[src/rtl/imem_boot_rom.sv]
`default_nettype none
// ============================================================================
// Module   : imem_boot_rom
// Purpose  : Boot-loaded instruction memory; a valid/ready stream fills it,
//            then byte-addressed fetch with misalign/out-of-range NOP substitution.
//            Define IMEM_FETCH_REG_EN to register the fetch response (1-cycle latency).
// Revision : 1.0 - initial release
// ============================================================================
module imem_boot_rom #(
  parameter int                DATA_W   = 32,
  parameter int                DEPTH    = 64,
  parameter int                ADDR_W   = 32,
  parameter logic [DATA_W-1:0] NOP_WORD = 32'h00000013,
  localparam int               IDX_W    = $clog2(DEPTH)
) (
  input  logic              clk,
  input  logic              rst_n,
  input  logic              load_valid_i,
  output logic              load_ready_o,
  input  logic [DATA_W-1:0] load_data_i,
  input  logic              load_last_i,
  output logic              boot_done_o,
  output logic [IDX_W:0]    word_count_o,
  input  logic [ADDR_W-1:0] fetch_addr_i,
  output logic [DATA_W-1:0] fetch_data_o,
  output logic              fetch_misalign_o,
  output logic              fetch_oob_o
);

  typedef enum logic [0:0] {
    S_LOAD = 1'b0,
    S_RUN  = 1'b1
  } state_t;

  state_t            r_state;
  state_t            w_next;
  logic [IDX_W-1:0]  r_ptr;
  logic [IDX_W:0]    r_count;
  logic [DATA_W-1:0] r_mem [DEPTH];
  logic              w_accept;
  logic              w_ready;
  logic              w_done;

  assign w_accept = rst_n & load_valid_i & w_ready;

  always_ff @(posedge clk) begin
    if (!rst_n) begin
      r_state <= S_LOAD;
      r_ptr   <= '0;
      r_count <= '0;
    end else begin
      r_state <= w_next;
      if (w_accept) begin
        r_ptr   <= r_ptr + 1'b1;
        r_count <= {1'b0, r_ptr} + (IDX_W+1)'(1);
      end
    end
  end

  always_comb begin
    w_next  = r_state;
    w_ready = 1'b0;
    w_done  = 1'b0;
    case (r_state)
      S_LOAD: begin
        w_ready = 1'b1;
        // The last slot closes the load even without load_last_i: no wrap-around.
        if (w_accept && (load_last_i || (r_ptr == IDX_W'(DEPTH-1))))
          w_next = S_RUN;
      end
      S_RUN: begin
        w_done = 1'b1;
      end
      default: w_next = S_LOAD;
    endcase
  end

  // Array is deliberately never cleared by reset.
  always_ff @(posedge clk) begin
    if (w_accept)
      r_mem[r_ptr] <= load_data_i;
  end

  assign load_ready_o = w_ready;
  assign boot_done_o  = w_done;
  assign word_count_o = r_count;

  // Full-width index compare so high address bits can never alias into range.
  logic [ADDR_W-1:0] w_idx;
  logic              w_mis_raw;
  logic              w_oob_raw;
  logic [DATA_W-1:0] w_fdata;
  logic              w_fmis;
  logic              w_foob;

  assign w_idx     = {2'b00, fetch_addr_i[ADDR_W-1:2]};
  assign w_mis_raw = |fetch_addr_i[1:0];
  assign w_oob_raw = (w_idx >= ADDR_W'(r_count));

  always_comb begin
    w_fdata = NOP_WORD;
    w_fmis  = 1'b0;
    w_foob  = 1'b0;
    if (w_done) begin
      if (w_mis_raw)
        w_fmis = 1'b1;
      else if (w_oob_raw)
        w_foob = 1'b1;
      else
        w_fdata = r_mem[w_idx[IDX_W-1:0]];
    end
  end

`ifdef IMEM_FETCH_REG_EN
  logic [DATA_W-1:0] r_fdata;
  logic              r_fmis;
  logic              r_foob;

  always_ff @(posedge clk) begin
    if (!rst_n) begin
      r_fdata <= NOP_WORD;
      r_fmis  <= 1'b0;
      r_foob  <= 1'b0;
    end else begin
      r_fdata <= w_fdata;
      r_fmis  <= w_fmis;
      r_foob  <= w_foob;
    end
  end

  assign fetch_data_o     = r_fdata;
  assign fetch_misalign_o = r_fmis;
  assign fetch_oob_o      = r_foob;
`else
  assign fetch_data_o     = w_fdata;
  assign fetch_misalign_o = w_fmis;
  assign fetch_oob_o      = w_foob;
`endif

endmodule
`default_nettype wire

[config.mk]
export PLATFORM = sky130hd
export DESIGN_NAME = imem_boot_rom
export DESIGN_NICKNAME = d
export VERILOG_FILES = /design/src/rtl/imem_boot_rom.sv
export SDC_FILE = /design/constraint.sdc
export NUM_CORES = 2
export LEC_CHECK = 0
export BUFFER_PORTS_ARGS = -buffer_cell sky130_fd_sc_hd__buf_2
export CAP_MARGIN = 20
export CORE_MARGIN = 4
export CORE_UTILIZATION = 40
export CTS_BUF_LIST = sky130_fd_sc_hd__clkbuf_16
export DETAILED_ROUTE_END_ITERATION = 7
export MAX_ROUTING_LAYER = met4
export PLACE_DENSITY = 0.67
export SYNTH_ARGS = -nofsm -noshare
export SYNTH_HDL_FRONTEND = slang
export SYNTH_SLANG_ARGS = --single-unit
[constraint.sdc]
create_clock -name clk -period 11.2 [get_ports clk]
set_clock_uncertainty 0.1 [all_clocks]
set_input_delay 1.12 -clock clk [delete_from_list [all_inputs] [get_ports clk]]
set_output_delay 1.12 -clock clk [all_outputs]
set_load 0.02 [all_outputs]
Word level (Yosys, flattened, before mapping)
Memories as Yosys holds them, arrays and structs flattened.
Index checks and enable logic that the tools add are counted.
{ "word_totals": {"memories": 1, "mem_bits_rw": 2048, "mem_bits_ro": 0, "ff_bits": 14, "latch_bits": 0, "output_inout_bits": 43, "word_cells": 27} }
{ "memory_table": {"columns": ["name", "depth", "width", "read_ports", "rd_clocked_by_memory_dff", "write_ports", "line", "rtl"], "rows": [
  ["r_mem", 64, 32, 1, 0, 1, "39", "logic [DATA_W-1:0] r_mem [DEPTH];"]
]} }
{ "op_classes": {"order_cmp": 1, "reduce_logical": 3, "n_mux": 14, "eq_ne": 1, "bitwise": 2, "shifts": 0, "n_div": 0, "n_addsub": 2, "multipliers": 0} }
{ "ops": {"columns": ["op", "n"], "rows": [
  ["two-way mux 32 bit", 3],
  ["greater-or-equal comparator 30 x 7 -> 1 bit", 1],
  ["two-way mux 1 bit", 11],
  ["adder 6 x 1 -> 7 bit (second input constant)", 1],
  ["adder 6 x 1 -> 6 bit (second input constant)", 1],
  ["== test 6 bit (second input constant)", 1],
  ["bitwise AND 1 bit", 2],
  ["OR reduction 2 bit", 1],
  ["logical AND 1 bit", 1],
  ["logical OR 1 bit", 1]
]} }

Longest topological paths before layout
{ "depth": {"word_depth": 5, "ltp_mapped": 16} }

Worst setup path before layout
OpenSTA, ideal clock, no wires.
{ "synth_path": {"kind": "in2out", "startpoint": "input fetch_addr_i[2]", "endpoint": "output fetch_data_o[19]", "t_required_ns": 9.980, "n_path_buf": 8, "slack_ns": 5.490, "cell_stages": 16, "arrival_time_ns": 4.490, "cell_sequence": "buf_6 buf_8 buf_6 buf_4 inv_1 buf_6 buf_4 ha_1 nand2b_1 a21o_1 a21oi_1 o211ai_1 or4_1 clkbuf_1 clkbuf_1 nor4_1"} }
{ "synth_between": {"elab_chain_len": 4, "word_cells_on_any_way": 5} }
{ "synth_rtl": {"columns": ["item", "line", "rtl"], "rows": [
  ["start, declared", "24", "input logic [ADDR_W-1:0] fetch_addr_i,"],
  ["greater-or-equal comparator 30 x 7 -> 1 bit or memory (64 x 32 bit) (tied branches)", null, null],
  ["two-way mux 32 bit (*)", "107", "else if (w_oob_raw)"],
  ["two-way mux 32 bit (*)", "105", "if (w_mis_raw)"],
  ["two-way mux 32 bit (*)", "104", "if (w_done) begin"],
  ["end, declared", "25", "output logic [DATA_W-1:0] fetch_data_o,"]
]} }
Every way passes the cells marked *; elsewhere a longest branch is shown, timed or not.

Worst setup path after layout
{ "layout_path": {"startpoint": "input fetch_addr_i[2]", "endpoint": "output fetch_data_o[11]"} }
Same word-level chain as after synthesis.

==> flow_summary.toml <==
[status]
status = "complete, no violations"

[layout]
syn2layout_area_growth_pct = 13.86
seq_area_sq_um = 61660
drive_above_1_share_pct = 28.90
multi_input_area_sq_um = 16820
final_area_sq_um = 90340
fillers = 16060
final_util_pct = 45.81
final_nets = 3853

[synthesis]
yosysMostFrequentCell = "edfxtp_1"
synthArstFlopShare_pct = 0
synth.top_cells.by_count = "edfxtp_1 (2048), mux4_2 (512), nor2_1 (121)"
syn_area_sq_um = 79340
yosys_warnings = 0
syn_inst = 3521
ys_ff_latch = 2056
ys_types = 60
seq_area_frac_synth_pct = 77.72
syn-mean-instance-area_sq_um = 22.53
ys_top_cells_by_area = "edfxtp_1 (78%), mux4_2 (15%), mux2i_1 (1.3%), nor2_1 (0.57%), nand2_1 (0.55%)"
synth_edf_count = 2048
synth_top_area_share_pct = 77.51
syn-num-nets = 3597
synth_top_area_cell = "edfxtp_1"
synth_ff_type = "edfxtp_1"

[global_routing]
grt.total_usage_pct = 22.10
grt_antenna_before_repair = 22
gr-total-overflow = 0
grt_pass1_wl_microns = 309900
grt_pass1_vias = 39290
grt_max_degree = 110

[power_and_ir_drop]
peakVddDrop_uv = 118.6
p_total_w = 0.01589
pwr_density_cell_nw_per_um2 = 175.9
leakage_nw = 28.22

[routing]
drt_iter0_drc = 6472
wl_microns = 221700
remaining_drc_errors = 0
drt-met1-wl_microns = 83120
met3_length_microns = 25750
wl_met2_microns = 105600
detail-route-antenna-nets = 0
dr.pass1.iters = 6
via_count = 39770
wl_per_cell_microns = 33.61
highest_layer = "met4"
vias_per_cell = 6.029

[worst_setup_path]
r2r_end = "r_mem[62][17]"
worstRegToRegCells = 6
start_kind = "input port"
reg2reg_setup_slack_ps = 7450
crit_required_ps = 9980
endpoint_kind = "primary output"
timing_worst_setup_path_type = "input port to primary output"
arrival_ps = 5390
r2r-start = "r_state"
crit_fanout = 96

[floorplan]
io_pins = 111
rows = 163
fp.dieH_microns = 453.4
die_w_microns = 453.4
core_area_sq_um = 197200
dieArea_sq_um = 205500
initial_utilization_pct = 40.23

[flow_run]
cap_violations = 0

[cts]
insertion_delay_ps = 820
clock_sinks = 2056
clk_pin_slew_ps = 60
cts_max_level = 4
cts-root-buf = "clkbuf_16"
cts_resized = 0
cts_tree = "yes"
numCtsBuffers = 198
cts_hold_buf = 0
clockBufferDepth = 3
cts_setup_buffers = 0

[min_path]
hold_end = "word_count_o[6]"
worstHoldPathCells = 2
hp-start = "word_count_o[6]"
hp-class = "flip-flop to flip-flop"

[timing]
finalSetupTns_ps = 0
setup_violations = 0
rsz0062_at_grt = "no"
slew_viol_final = 0
finalCriticalPeriod_ps = 6611
max_freq_mhz = 151.3
post-route-period-util_pct = 59.03
hold_viol_final = 0
slew_headroom_pct = 25.05
tightest_slew_ps = 1124

[placement]
post_dp_cell_area_sq_um = 83400
dp_hpwl_microns = 120100
place.gp.congestion = 0.8097
portBuffers = 110
## worst max path at each step
stage	start	end	cells past startpoint
after floorplan	fetch_addr_i[2]	fetch_data_o[19]	16
after global placement	fetch_addr_i[2]	fetch_data_o[1]	9
after detailed placement	fetch_addr_i[2]	fetch_data_o[1]	9
after CTS	fetch_addr_i[2]	fetch_data_o[1]	9
after global routing	fetch_addr_i[2]	fetch_data_o[1]	9
final	fetch_addr_i[2]	fetch_data_o[11]	8
## sequential cells by signal, summed over array words and instances (netlist names)
name	cells
r_mem	2048
r_ptr	5
word_count_o	2
r_state	1
## layout make-up
type	count	share of cell area, %
antenna	12	0.03324
clock buffer	206	5.706
multi-input combinational	1261	18.62
tap	2640	3.657
sequential	2056	68.25
timing repair buffer	249	2.154
inverter	11	0.04709
clock inverter	161	1.524
## power by group
part / total (W) / leakage (nW) / switching, W / internal (W)
sequential: 0.00847 / 18.5 / 0.00000346 / 0.00847
combinational: 0.000724 / 6.39 / 0.000457 / 0.000267
clock: 0.00670 / 3.36 / 0.00283 / 0.00387
total: 0.0159 / 28.2 / 0.00329 / 0.0126
## cell usage in the layout, fill, tap and decap left out, types with 23 or more instances in the layout
cell	count
nor2_1	56
a22oi_1	37
clkinv_2	41
nand2_1	117
buf_4	115
inv_1	47
buf_2	105
a21oi_1	43
bufinv_16	24
buf_12	25
a211oi_1	23
clkbuf_16	206
nor2_4	64
nor3_1	34
clkinv_1	45
o22ai_1	42
mux2i_1	107
mux4_2	512
edfxtp_1	2048
## kinds of logic (layout without fill, tap and decap cells)
group                    count (synthesis)  in the layout  synth area share (%)
AO/OA/AOI/OAI                          259            259                 2.318
other                                    0             12                     0
XOR/XNOR                                 4              4               0.04415
adder cells (fa/ha/maj)                  8              8                0.1262
multiplexers                           628            628                 16.05
flip-flops                            2056           2056                 77.72
buffers and inverters                  204            627                 1.700
AND/OR/NAND/NOR                        362            362                 2.045
## critical path: stages
cell and delay [ps]:
buf_8 480, buf_12 680, buf_4 820, mux4_2 600, mux4_2 530, o22ai_1 530, nor3_2 170, buf_2 210
## metal layers
| metal | GRT usage (%) | up-vias |
|---|---|---|
| li1 | - | 15490 |
| met1 | 29.84 | 21290 |
| met2 | 33.81 | 2606 |
| met3 | 4.918 | 378 |
| met4 | 6.762 | 0 |
| met5 | - | - |
## per-stage QoR
step	setup WS, ps	instances	hold slack [ps]
finish	4589	6596	387.6
global route	4279	6591	431.1
CTS	4448	6565	390.9
detailed placement	4459	6198	382.3
global placement	4499	6197	382.1
floorplan	5490	3521	450.5
(Power assumes the default switching activity.)
